File: src/rtl/param_fifo.sv
// Parametrised synchronous FIFO with occupancy count, almost-full/almost-empty
// thresholds, sticky overflow/underflow flags and a synchronous flush.
module param_fifo #(
   parameter int DATA_WIDTH    = 4,
   parameter int DEPTH         = 8,
   parameter int AFULL_THRESH  = DEPTH - 2,
   parameter int AEMPTY_THRESH = 2
) (
   input  logic                    inClock,
   input  logic                    inReset,
   input  logic                    inWriteEnable,
   input  logic [DATA_WIDTH-1:0]   inData,
   input  logic                    inReadEnable,
   input  logic                    inClear,
   output logic [DATA_WIDTH-1:0]   outData,
   output logic                    outValid,
   output logic [$clog2(DEPTH):0]  outCount,
   output logic                    outFull,
   output logic                    outEmpty,
   output logic                    outAlmostFull,
   output logic                    outAlmostEmpty,
   output logic                    outOverflow,
   output logic                    outUnderflow
);

   localparam int AW = $clog2(DEPTH);
   localparam int CW = AW + 1;

   logic [DATA_WIDTH-1:0] mem [DEPTH];
   logic [AW-1:0]         wptr;
   logic [AW-1:0]         rptr;
   logic [CW-1:0]         count;
   logic                  isFull;
   logic                  isEmpty;
   logic                  readAccept;
   logic                  writeAccept;
   logic                  writeReject;
   logic                  readReject;

   assign isFull  = (count == CW'(DEPTH));
   assign isEmpty = (count == '0);

   // A flush masks every request; a write into a full FIFO only lands if a
   // read frees a slot in the same cycle, and a write never rescues an empty read.
   assign readAccept  = inReadEnable  && !inClear && !isEmpty;
   assign writeAccept = inWriteEnable && !inClear && (!isFull || readAccept);
   assign writeReject = inWriteEnable && !inClear && !writeAccept;
   assign readReject  = inReadEnable  && !inClear && isEmpty;

   always_ff @(posedge inClock) begin
      if (writeAccept) begin
         mem[wptr] <= inData;
      end
   end

   always_ff @(posedge inClock or negedge inReset) begin
      if (!inReset) begin
         wptr         <= '0;
         rptr         <= '0;
         count        <= '0;
         outData      <= '0;
         outValid     <= 1'b0;
         outOverflow  <= 1'b0;
         outUnderflow <= 1'b0;
      end else if (inClear) begin
         wptr         <= '0;
         rptr         <= '0;
         count        <= '0;
         outValid     <= 1'b0;
         outOverflow  <= 1'b0;
         outUnderflow <= 1'b0;
      end else begin
         outValid <= readAccept;
         if (writeAccept) begin
            wptr <= wptr + 1'b1;
         end
         if (readAccept) begin
            rptr    <= rptr + 1'b1;
            outData <= mem[rptr];
         end
         case ({writeAccept, readAccept})
            2'b10:   count <= count + 1'b1;
            2'b01:   count <= count - 1'b1;
            default: count <= count;
         endcase
         if (writeReject) begin
            outOverflow <= 1'b1;
         end
         if (readReject) begin
            outUnderflow <= 1'b1;
         end
      end
   end

   // Status is decoded from the registered count only, never from this cycle's enables.
   assign outCount       = count;
   assign outFull        = isFull;
   assign outEmpty       = isEmpty;
   assign outAlmostFull  = (count >= CW'(AFULL_THRESH));
   assign outAlmostEmpty = (count <= CW'(AEMPTY_THRESH));

endmodule

File: config.mk
export PLATFORM = sky130hd
export DESIGN_NAME = param_fifo
export DESIGN_NICKNAME = d
export VERILOG_FILES = /design/src/rtl/param_fifo.sv
export SDC_FILE = /design/constraint.sdc
export NUM_CORES = 1
export LEC_CHECK = 0
export BUFFER_PORTS_ARGS = -buffer_cell sky130_fd_sc_hd__buf_2
export CAP_MARGIN = 5
export CORE_ASPECT_RATIO = 1.5
export CORE_MARGIN = 4
export CORE_UTILIZATION = 45
export DETAILED_ROUTE_END_ITERATION = 10
export GPL_ROUTABILITY_DRIVEN = 0
export GPL_TIMING_DRIVEN = 0
export PLACE_DENSITY = 0.67
export SLEW_MARGIN = 10
export SYNTH_ARGS = -nofsm -noshare
export SYNTH_HDL_FRONTEND = slang
export SYNTH_SLANG_ARGS = --single-unit
File: constraint.sdc
create_clock -name inClock -period 2.5 [get_ports inClock]
set_input_delay 0.75 -clock inClock [delete_from_list [all_inputs] [get_ports inClock]]
set_output_delay 0.75 -clock inClock [all_outputs]
set_load 0.005 [all_outputs]
Yosys cells after proc, flatten, opt, wreduce, memory -nomap -nowiden
Memory sizes are Yosys's and may differ from the RTL's. A register that Yosys moved wholly into a read port is not among the register bits.
Index checks and enable logic that the tools add are counted.
Word-level totals
  flip-flop bits (word level): 13
  bits in latches: 0
  RAM bits: 32
  bits in read-only memories: 0
  output and inout bits: 15
  memories: 1
Memory list
  mem: words 8, bits a word 4, read ports 1, clocked after Yosys merged registers in 1, wr ports 1, RTL line 29  | logic [DATA_WIDTH-1:0] mem [DEPTH];
Cells by class
  add/subtract/negate cells: 4
  $mul: 0
  divide/modulo/power cells: 0
  magnitude comparators: 2
  equal/unequal tests: 3
  shifts and indexed selects: 0
  multiplexer cells: 13
  bitwise logic cells: 1
  reductions and logical operators: 19
Operator list (count)
  2-to-1 mux 3 bit: 4
  one-hot mux 4 bit (2 select lines): 1
  nonzero test 2 bit: 4
  2-to-1 mux 1 bit: 7
  adder 3 x 1 -> 3 bit, second input constant: 2
  logical AND 1 bit: 6
  zero test 1 bit: 5
  adder 4 x 1 -> 4 bit, second input constant: 1
  equality test 4 bit, second input constant: 1
  greater-or-equal comparator 4 x 3 -> 1 bit, second input constant: 1
  less-or-equal comparator 4 x 2 -> 1 bit, second input constant: 1
  zero test 4 bit: 1
  2-to-1 mux 4 bit: 1
  subtractor 4 x 1 -> 4 bit, second input constant: 1
  nonzero test 3 bit: 1
  equality test 2 x 1 -> 1 bit, second input constant: 1
  equality test 2 bit, second input constant: 1
  AND reduction 2 bit: 1
  logical OR 1 bit: 1
  inverter 1 bit: 1

Depth between registers and ports, before layout
Gate-level depths: netlist (run 1).
  word-level depth: 9
  depth in mapped cells: 8
  gate-level depth less buffers: 7

Worst setup path before layout (run 1)
Ideal clock, no wire load.
  path kind: input to register
  from: input port inClear
  to: register count[3], in the netlist outCount[3]
  library setup time: 78 ps
  arrival time: 2511 ps
  data required time: 2422 ps
  setup slack: -89 ps
  stages: 8
  cell sequence: clkbuf_1 > clkbuf_1 > nor3_1 > ha_1 > a21o_1 > a2111oi_0 > o21ai_0 > a21oi_1
Between the ends
  word-level cells in the longest chain between the ends: 8
  elaborated cells between the ends (all ways): 11
  classes of those cells: eq/ne (2); mux (2); reduce/logical (7)
Ends and longest elaborated chain
  start: declaration: RTL line 14  | input logic inClear,
  zero test 1 bit: RTL line 45, 46
  logical AND 1 bit (2 in series): RTL line 45  | assign readAccept = inReadEnable && !inClear && !isEmpty;
  logical OR 1 bit: RTL line 46  | assign writeAccept = inWriteEnable && !inClear && (!isFull || readAccept);
  logical AND 1 bit: RTL line 46
  equality test 2 x 1 -> 1 bit / equality test 2 bit (equally long branches): RTL line 81  | case ({writeAccept, readAccept})
  one-hot mux 4 bit (2 select lines): RTL line 81
  2-to-1 mux 4 bit: RTL line 65  | end else if (inClear) begin
  end signal: assignment: RTL line 82  | 2'b10: count <= count + 1'b1;
  end signal: assignment: RTL line 83  | 2'b01: count <= count - 1'b1;
  end signal: assignment: RTL line 84  | default: count <= count;
  end: declaration: RTL line 32  | logic [CW-1:0] count;
Parallel ways exist; a longest one is shown, timed or not.
A chain may end at the register's enable or synchronous reset.

Final worst setup path (run 1)
  from: register count[0], in the netlist outCount[0]
  to: output port outEmpty
Between the ends
  word-level cells in the longest chain between the ends: 1
Ends and longest elaborated chain
  zero test 4 bit: RTL line 41  | assign isEmpty = (count == '0);
  end: declaration: RTL line 19  | output logic outEmpty,
Every way passes these cells.

==> results_dict.tcl, run 1 <==
set metrics [dict create \
    worst_clock_skew_ps 10.1 \
    detailedPlacementHpwl_um 3190 \
    floorplan.initialDensity_pct 46.3 \
    grt_setup_unrepaired "false" \
    regArea_sq_mm 0.00139 \
    timing.critical_path.arrival_ps 1650 \
    final_min_period_over_clock_period_pct 96.2 \
    die_x_um 65.7 \
    layout_commonest_cell "edfxtp_1" \
    internal_power_mw 1.65 \
    sw_frac_of_total_pct 30.0 \
    viasPerCell 5.44 \
    p_seq_share_pct 43.9 \
    final_cell_mix "32 x edfxtp_1, 25 x buf_2, 19 x nor2_1" \
    worstSetupPathType "reg2out" \
    leakage_nw 1.01 \
    synth-seq-area-share_pct 61.8 \
    number_of_antenna_violations_at_the_first_check_in_global_routing 0 \
    setup_slack_ps 95.5 \
    number_of_top_level_design_ports 24 \
    fmaxAchievable_ghz 0.416 \
    ctsLongestPathBuffers 2 \
    wl_met1_um 1490 \
    min_path_type "in2async" \
    power_switching_uw 707 \
    setup_viol 0 \
    postRouteWirelength_um 4230 \
    finish.utilization_pct 53.5 \
    grt_pass1_vias 1391 \
    die_y_um 94.5 \
    num_antenna_cells 0 \
    finish.cell_count_without_fillers 249 \
    comb_power_share_pct 32.0 \
    num_vias 1354 \
    synthesis.area_per_instance_sq_um 14.6 \
    detailedRoute.firstIterationViolations 59 \
    critical_path.startpoint "outCount[0]" \
    cellPowerDensity_mw_per_mm2 910 \
    finalHoldViolations 0 \
    run_status "complete, no violations" \
    route.met2.wl_um 2500 \
    r2r_start "outCount[0]" \
    synth.ff_latch_count 49 \
    final.min_clock_period_ps 2400 \
    crit_path_capture_type "primary output" \
    cts-buffers-inserted 5 \
    slew_violations 0 \
    synth_fp_nets 168 \
    yosys_warning_total 0 \
    filler_cell_count 416 \
    quantity_of_i_o_buffers_inserted_on_ports 22 \
    multiInputGateArea_sq_um 830 \
    cp-start-kind "flip-flop" \
    htree_levels 2 \
    worst_ep_required_time_ps 1750 \
    hold_bufs_inserted_after_cts 0 \
    async_reset_ff_share_pct 34.7 \
    clkSinkCount 49 \
    core_area_sq_mm 0.00485 \
    vdd_ir_drop_max_mv 0.441 \
    timing.hold.ws_ps 370 \
    worst_slew_pin_slew_ps 1030 \
    worst_setup_hold_path_clk_slew_ps 90 \
    fp-row-count 31 \
    remaining_global_route_overflow 0 \
    ys.flop_type "edfxtp_1" \
    tritoncts_clock_tree "yes" \
    layout-area-overhead-vs-synth_pct 15.5 \
    route.met3.wl_um 181 \
    place_worst_setup_slack_ps -472 \
    nets 196 \
    drtAntennaViolNets 0 \
    drc_errors_left 0 \
    top_layer_used "met4" \
    netlist_instances 154 \
    critPathMaxFanout 9 \
    syn_area_sq_mm 0.00224 \
    grt_start_max_net_pins 18 \
    wire_length_of_the_first_global_routing_pass_um 6900 \
    slew-limit-headroom_pct 30.3 \
    clock_latency_ps 300 \
    share_clk_of_total_power_pct 24.2 \
    unique_cell_type_count_in_the_yosys_netlist 43 \
    synth_edf_count 32 \
    routedWlPerCell_um 17.0 \
    fp.dieArea_sq_mm 0.00621 \
    groute.usage.overall_pct 15.5 \
    cts-root-buf "clkbuf_8" \
    placed_cells_incl_taps 242 \
    layout-drive-gt1-share_pct 31.1 \
    drtPass1Iterations 4 \
    number_of_max_capacitance_violations_reported 0 \
]
-- routing by layer --
metal  vias to the layer above  global-route usage (%)
li1                        638                       -
met1                       676                    15.8
met2                        36                    29.2
met3                         4                    3.21
met4                         0                    6.92
met5                         -                       0
-- power by group through the flow --
stage	Sequential [mW]	Clock [mW]	Combinational, mW
CTS	1.04	0.585	0.754
global route	1.05	0.619	0.846
detailed placement	1.05	0	0.733
global placement	1.04	0	0.706
finish	1.03	0.571	0.754
floorplan	1.04	0	0.511
-- timing repair --
action	in CTS	in global routing
pin swaps	0	1
resized for setup	5	2
endpoints found under the setup margin	1	2
cloned	0	0
setup buffers	0	1
-- cell usage after synthesis, types with 3 or more instances --
cell / number / area (sq um)
nand3_1: 4 / 20.0
nor2_1: 19 / 71.3
inv_1: 3 / 11.3
a21oi_1: 8 / 40.0
mux4_2: 8 / 180
dfrtp_1: 17 / 425
clkbuf_1: 3 / 11.3
nand2_1: 3 / 11.3
ha_1: 4 / 50.1
edfxtp_1: 32 / 961
nor3_1: 5 / 25.0
buf_2: 4 / 20.0
mux2i_1: 6 / 60.1
xor2_1: 4 / 35.0
-- final cells by class --
type	count	share of cell area, %
Tap cell	66	3.19
Clock inverter	1	1.16
Clock buffer	7	3.33
Inverter	3	0.434
Multi-Input combinational cell	93	32.0
Buffer	7	1.83
Sequential cell	49	53.5
Timing Repair Buffer	23	4.54
-- state kept, by name, indices dropped and copies added, names as in the netlist --
signal and cells:
wptr 3, outData 4, rptr 3, outValid 1
mem 32, outCount 4, outUnderflow 1, outOverflow 1
-- through the flow --
| stage | power [mW] | TNS [ps] | cell area [sq um] |
|---|---|---|---|
| finish | 2.36 | 0 | 2590 |
| floorplan | 1.55 | 0 | 2250 |
| global placement | 1.75 | -448 | 2440 |
| detailed placement | 1.78 | -723 | 2440 |
| CTS | 2.37 | 0 | 2590 |
| global route | 2.51 | 0 | 2590 |
-- worst max-delay path, cell delays in order, from the launching register on --
cell and delay [ps]:
dfrtp_1 420, buf_6 160, or4_4 570, inv_1 100
buf_2 110
-- worst paths after layout --
| path | to | slack [ps] | cells past startpoint |
|---|---|---|---|
| setup / recovery | outEmpty | 100 | 4 |
| hold / removal | outData[1] | 370 | 1 |
| setup reg to reg | outCount[3] | 200 | 8 |
| hold reg to reg | outOverflow | 500 | 2 |
| max in group asynchronous | outCount[1] | 1800 | 1 |
| min in group inClock | outOverflow | 500 | 2 |
-- cells by family (layout without fill, tap and decap cells) --
logic type	Yosys count	count (layout)	synth area share, %
AO/OA/AOI/OAI	24	24	8.64
XOR/XNOR	5	5	1.95
adder cells (fa/ha/maj)	5	5	3.12
buffers and inverters	12	41	2.56
flip-flops	49	49	61.8
multiplexers	16	16	12.0
AND/OR/NAND/NOR	43	43	9.92
No activity file was read; power rests on OpenSTA's default activity.
==> run 2, diff against run 1 <==
SETUP_SLACK_MARGIN = 0.5   (was unset)
==> run 2 against run 1 <==
Count of clock-buffer cells in the layout shrank 2. Via count is 8.6% higher. Global-route usage up 0.98 points. Clock skew is 6.5 ps lower. Final cell count rose by 9.2%. Combinational power increased by 42%. Largest power group is now combinational cells.
==> results_dict.tcl, run 2 (synthesis results as in run 1) <==
set metrics [dict create \
    finish.cell_count_without_fillers 272 \
    ctsLongestPathBuffers 2 \
    grt_pass1_vias 1550 \
    clock_latency_ps 300 \
    placed_cells_incl_taps 242 \
    viasPerCell 5.41 \
    layout-drive-gt1-share_pct 48.5 \
    number_of_top_level_design_ports 24 \
    cellPowerDensity_mw_per_mm2 931 \
    num_antenna_cells 0 \
    cell_family_contributing_the_most_delay_on_the_critical_path "simple AND/OR/NAND/NOR gates" \
    fmaxAchievable_ghz 0.439 \
    floorplan.initialDensity_pct 46.3 \
    grt_setup_unrepaired "true" \
    slew-limit-headroom_pct 57.0 \
    cts-buffers-inserted 5 \
    die_x_um 65.7 \
    timing.hold.ws_ps 368 \
    setup_slack_ps 222 \
    slowest_stage_cell_crit_path "or4b_4" \
    timing.critical_path.buf_inv 3 \
    stdcell_area_sq_mm 0.00298 \
    fp.dieArea_sq_mm 0.00621 \
    min_path_type "in2async" \
    worst_clock_skew_ps 3.59 \
    cp_common_cell "buf_6" \
    number_of_antenna_violations_at_the_first_check_in_global_routing 0 \
    worstSetupPathType "reg2out" \
    timing.critical_path.arrival_ps 1530 \
    routedWlPerCell_um 17.6 \
    cts-root-buf "clkbuf_8" \
    setup_viol 0 \
    cp-start-kind "flip-flop" \
    leakage_nw 1.16 \
    layout-area-overhead-vs-synth_pct 32.8 \
    largest_register_ff_count 32 \
    worst_ep_required_time_ps 1750 \
    detailedRoute.firstIterationViolations 40 \
    crit_path_max_incr_delay_ps 520 \
    reg2reg_setup_slack_ps 250 \
    register_with_the_highest_flop_count "mem" \
    run_status "complete, no violations" \
    slew_violations 0 \
    core_area_sq_mm 0.00485 \
    dpl-instance-area_sq_mm 0.00250 \
    crit_path_capture_type "primary output" \
    drtAntennaViolNets 0 \
    final_min_period_over_clock_period_pct 91.1 \
    worst_slew_pin_slew_ps 640 \
    die_y_um 94.5 \
    num_vias 1471 \
    grt_start_max_net_pins 18 \
    quantity_of_i_o_buffers_inserted_on_ports 22 \
    critPathMaxFanout 4 \
    worst_setup_hold_path_clk_slew_ps 90 \
    vdd_ir_drop_max_mv 0.588 \
    final.min_clock_period_ps 2280 \
    clkSinkCount 49 \
    crit_chain "buf_6, or4b_4, inv_2, buf_6" \
    drc_errors_left 0 \
    fp-row-count 31 \
    detailedPlacementHpwl_um 3150 \
    layout_commonest_cell "edfxtp_1" \
    nets 219 \
    finalHoldViolations 0 \
    place_worst_setup_slack_ps -97.2 \
    groute.usage.overall_pct 16.4 \
    remaining_global_route_overflow 0 \
    tritoncts_clock_tree "yes" \
    final_cell_mix "32 x edfxtp_1, 22 x buf_2, 19 x buf_4" \
    filler_cell_count 360 \
    postRouteWirelength_um 4790 \
    number_of_max_capacitance_violations_reported 0 \
    htree_levels 2 \
    setup_tns_ps 0 \
    wire_length_of_the_first_global_routing_pass_um 7600 \
    drtPass1Iterations 4 \
]
## run 2: worst reg2reg max path, stage by stage, from the launching register on
cell and delay [ps]:
dfrtp_2 450, buf_6 130, o41ai_4 410, nor3_4 110, buf_6 130, ha_4 330
nand3_4 100, a21bo_2 200, a32oi_1 200, a21oi_1 80
## run 2: final timing paths
check	to	startpoint	cells past startpoint
worst max-delay path	outFull	outCount[0]	4
worst min-delay path	wptr[0]	inReset	1
worst max register to register	outCount[3]	outCount[1]	9
worst min register to register	outOverflow	outOverflow	2
max in group asynchronous	outCount[1]	inReset	1
min in group inClock	outOverflow	outOverflow	2
## run 2: repair_timing
action,in CTS,in global routing
setup buffers,12,10
endpoints found under the setup margin,13,35
pin swaps,12,13
resized for setup,20,17
hold buffers,0,0
## run 2: final cells by class
cell class              count  area (sq um)  area share [%]
repair buffers             44           303            10.2
well taps                  66          82.6            2.77
multi-input cells          93           967            32.4
clock inverters             3          68.8            2.31
inverters                   3          11.3           0.378
clock buffers               5          68.8            2.31
plain buffers               9          91.3            3.06
flip-flops and latches     49          1390            46.6
## run 2: power breakdown
group	internal (mW)	switching, mW
Sequential	0.954	0.0691
Clock	0.403	0.276
Combinational	0.573	0.502
Total	1.93	0.847
## run 2: metrics by stage
stage | util, % | power, mW
floorplan | - | 1.58
global placement | 51.6 | 1.78
global route | 61.5 | 2.91
detailed placement | 51.6 | 1.80
CTS | 58.7 | 2.69
finish | 61.5 | 2.78
## run 2: routing by layer
metal | vias to the layer above | global-route usage [%] | routed length [um]
met5 | - | 0 | 0
li1 | 681 | - | -
met4 | 0 | 6.06 | 57
met2 | 29 | 31.9 | 2810
met1 | 757 | 17.7 | 1780
met3 | 4 | 1.79 | 143
==> run 3, diff against run 2 <==
PLACE_DENSITY = 0.7   (was 0.67)
==> run 3 against run 2 <==
Sequential cell count is the same. Sequential share of layout area up 2.4 points. Power is 9.9% lower. Maximum frequency down 0.77%. Final cell count decreased by 3.3%. Clock skew up 3.1 ps. Clock power decreased by 34%. Combinational power shrank 4%. Critical endpoint unchanged. Largest power group is now registers. Highest routed layer unchanged.
==> results_dict.tcl, run 3 (synthesis results as in run 1) <==
set metrics [dict create \
    share_clk_of_total_power_pct 17.8 \
    number_of_max_capacitance_violations_reported 0 \
    routedWlPerCell_um 17.0 \
    worst_ep_required_time_ps 1750 \
    final_cell_mix "32 x edfxtp_1, 23 x buf_2, 16 x nor2_1" \
    finalPower_mw 2.50 \
    min_path_type "in2async" \
    leakage_nw 1.08 \
    grt_pass1_vias 1475 \
    final_min_period_over_clock_period_pct 91.8 \
    hold_bufs_inserted_after_cts 0 \
    critPathMaxFanout 4 \
    core_area_sq_mm 0.00485 \
    number_of_top_level_design_ports 24 \
    worstSetupPathType "reg2out" \
    detailedRoute.firstIterationViolations 58 \
    layout-area-overhead-vs-synth_pct 26.3 \
    p_seq_share_pct 41.1 \
    fmaxAchievable_ghz 0.436 \
    cell_family_contributing_the_most_delay_on_the_critical_path "simple AND/OR/NAND/NOR gates" \
    final.min_clock_period_ps 2300 \
    layout-drive-gt1-share_pct 44.2 \
    grt_use_met2_pct 28.9 \
    clkSinkCount 49 \
    num_vias 1389 \
    power_switching_uw 804 \
    crit_chain "buf_6, or4b_4, inv_2, buf_6" \
    crit_path_capture_type "primary output" \
    num_antenna_cells 0 \
    quantity_of_i_o_buffers_inserted_on_ports 22 \
    nets 210 \
    vdd_ir_drop_max_mv 0.619 \
    fp-row-count 31 \
    worst_clock_skew_ps 6.64 \
    postRouteWirelength_um 4460 \
    clock_latency_ps 300 \
    groute.usage.overall_pct 16.1 \
    grt_start_max_net_pins 18 \
    viasPerCell 5.28 \
    die_x_um 65.7 \
    remaining_global_route_overflow 0 \
    slew-limit-headroom_pct 57.9 \
    sw_frac_of_total_pct 32.2 \
    floorplan.initialDensity_pct 46.3 \
    die_y_um 94.5 \
    register_with_the_highest_flop_count "mem" \
    wire_length_of_the_first_global_routing_pass_um 7230 \
    cts-root-buf "clkbuf_8" \
    largest_register_ff_count 32 \
    layout_commonest_cell "edfxtp_1" \
    worst_setup_hold_path_clk_slew_ps 90 \
    number_of_antenna_violations_at_the_first_check_in_global_routing 0 \
    cp-start-kind "flip-flop" \
    groute.layer.met3.usage_pct 3.81 \
    timing.critical_path.buf_inv 3 \
    finish.cell_count_without_fillers 263 \
    htree_levels 2 \
    grt.busiest_layer "met2" \
    comb_power_share_pct 41.1 \
    timing.critical_path.arrival_ps 1550 \
    drtAntennaViolNets 0 \
    detailedPlacementHpwl_um 3010 \
    internal_power_mw 1.70 \
    cellPowerDensity_mw_per_mm2 882 \
    placed_cells_incl_taps 242 \
    tritoncts_clock_tree "yes" \
    filler_cell_count 369 \
    ctsLongestPathBuffers 2 \
    cts-buffers-inserted 5 \
    crit_path_max_incr_delay_ps 530 \
    grt_setup_unrepaired "true" \
    drtPass1Iterations 4 \
    setup_viol 0 \
    worst_slew_pin_slew_ps 626 \
    fp.dieArea_sq_mm 0.00621 \
    timing.hold.ws_ps 369 \
    slew_violations 0 \
    drc_errors_left 0 \
    run_status "complete, no violations" \
    cp_common_cell "buf_6" \
    slowest_stage_cell_crit_path "or4b_4" \
    finish.utilization_pct 58.5 \
    met1_usage_pct 18.0 \
    finalHoldViolations 0 \
]
run 3: cell types whose count changed in the layout (fill, tap and decap cells not counted), moves of 2 or more:
cell and change:
buf_4 -12, bufinv_16 -2, clkbuf_8 +2, nor2_2 +2
nor2_4 -3
run 3: layer usage:
| layer | up-vias | share of wire, % |
|---|---|---|
| met4 | 0 | 2.1 |
| li1 | 668 | - |
| met2 | 30 | 56 |
| met5 | - | 0 |
| met1 | 684 | 38 |
| met3 | 7 | 3.6 |
run 3: final timing paths:
kind | start | endpoint | slack (ps) | cells after the start
max in group asynchronous | inReset | outCount[2] | 1810 | 1
min in group inClock | outUnderflow | outUnderflow | 510 | 2
hold / removal | inReset | outData[3] | 370 | 1
hold reg to reg | outUnderflow | outUnderflow | 510 | 2
setup / recovery | outCount[0] | outFull | 200 | 4
setup reg to reg | outCount[0] | outCount[3] | 240 | 10
run 3: worst reg2reg max path: stages (launching register included):
cell and delay (ps):
dfrtp_1 410, buf_6 140, buf_12 120, o41ai_4 370
nor3_4 100, buf_6 130, ha_4 320, a21oi_4 80
a21bo_2 220, a32oi_1 180, a21oi_1 90
run 3: timing repair:
action	4_1_cts	5_1_grt
cloned	0	0
buffers inserted	12	1
endpoints found under the setup margin	13	32
pin swaps	10	10
resized for setup	16	12
run 3: area by class of cell:
cell class                      count  area, sq um  area share [%]
Clock inverter                      2         11.3           0.397
Tap cell                           66         82.6            2.91
Multi-Input combinational cell     93          936            33.0
Inverter                            3         11.3           0.397
Sequential cell                    49         1390            49.0
Clock buffer                        6         72.6            2.56
Buffer                              9         87.6            3.09
Timing Repair Buffer               35          245            8.65
run 3: stage by stage:
stage | cell area (sq um) | setup TNS, ps | setup slack [ps]
finish | 2840 | 0 | 204
global route | 2840 | 0 | 135
CTS | 2790 | 0 | 182
detailed placement | 2500 | -28.6 | -28.6
global placement | 2500 | -10.4 | -10.4
floorplan | 2310 | 0 | 284
run 3: power by group through the flow:
stage	registers, mW	logic [mW]	clock network [mW]
CTS	1.02	0.980	0.457
global route	1.04	1.12	0.501
finish	1.03	1.03	0.446
global placement	1.05	0.726	0
detailed placement	1.05	0.753	0
floorplan	1.05	0.535	0
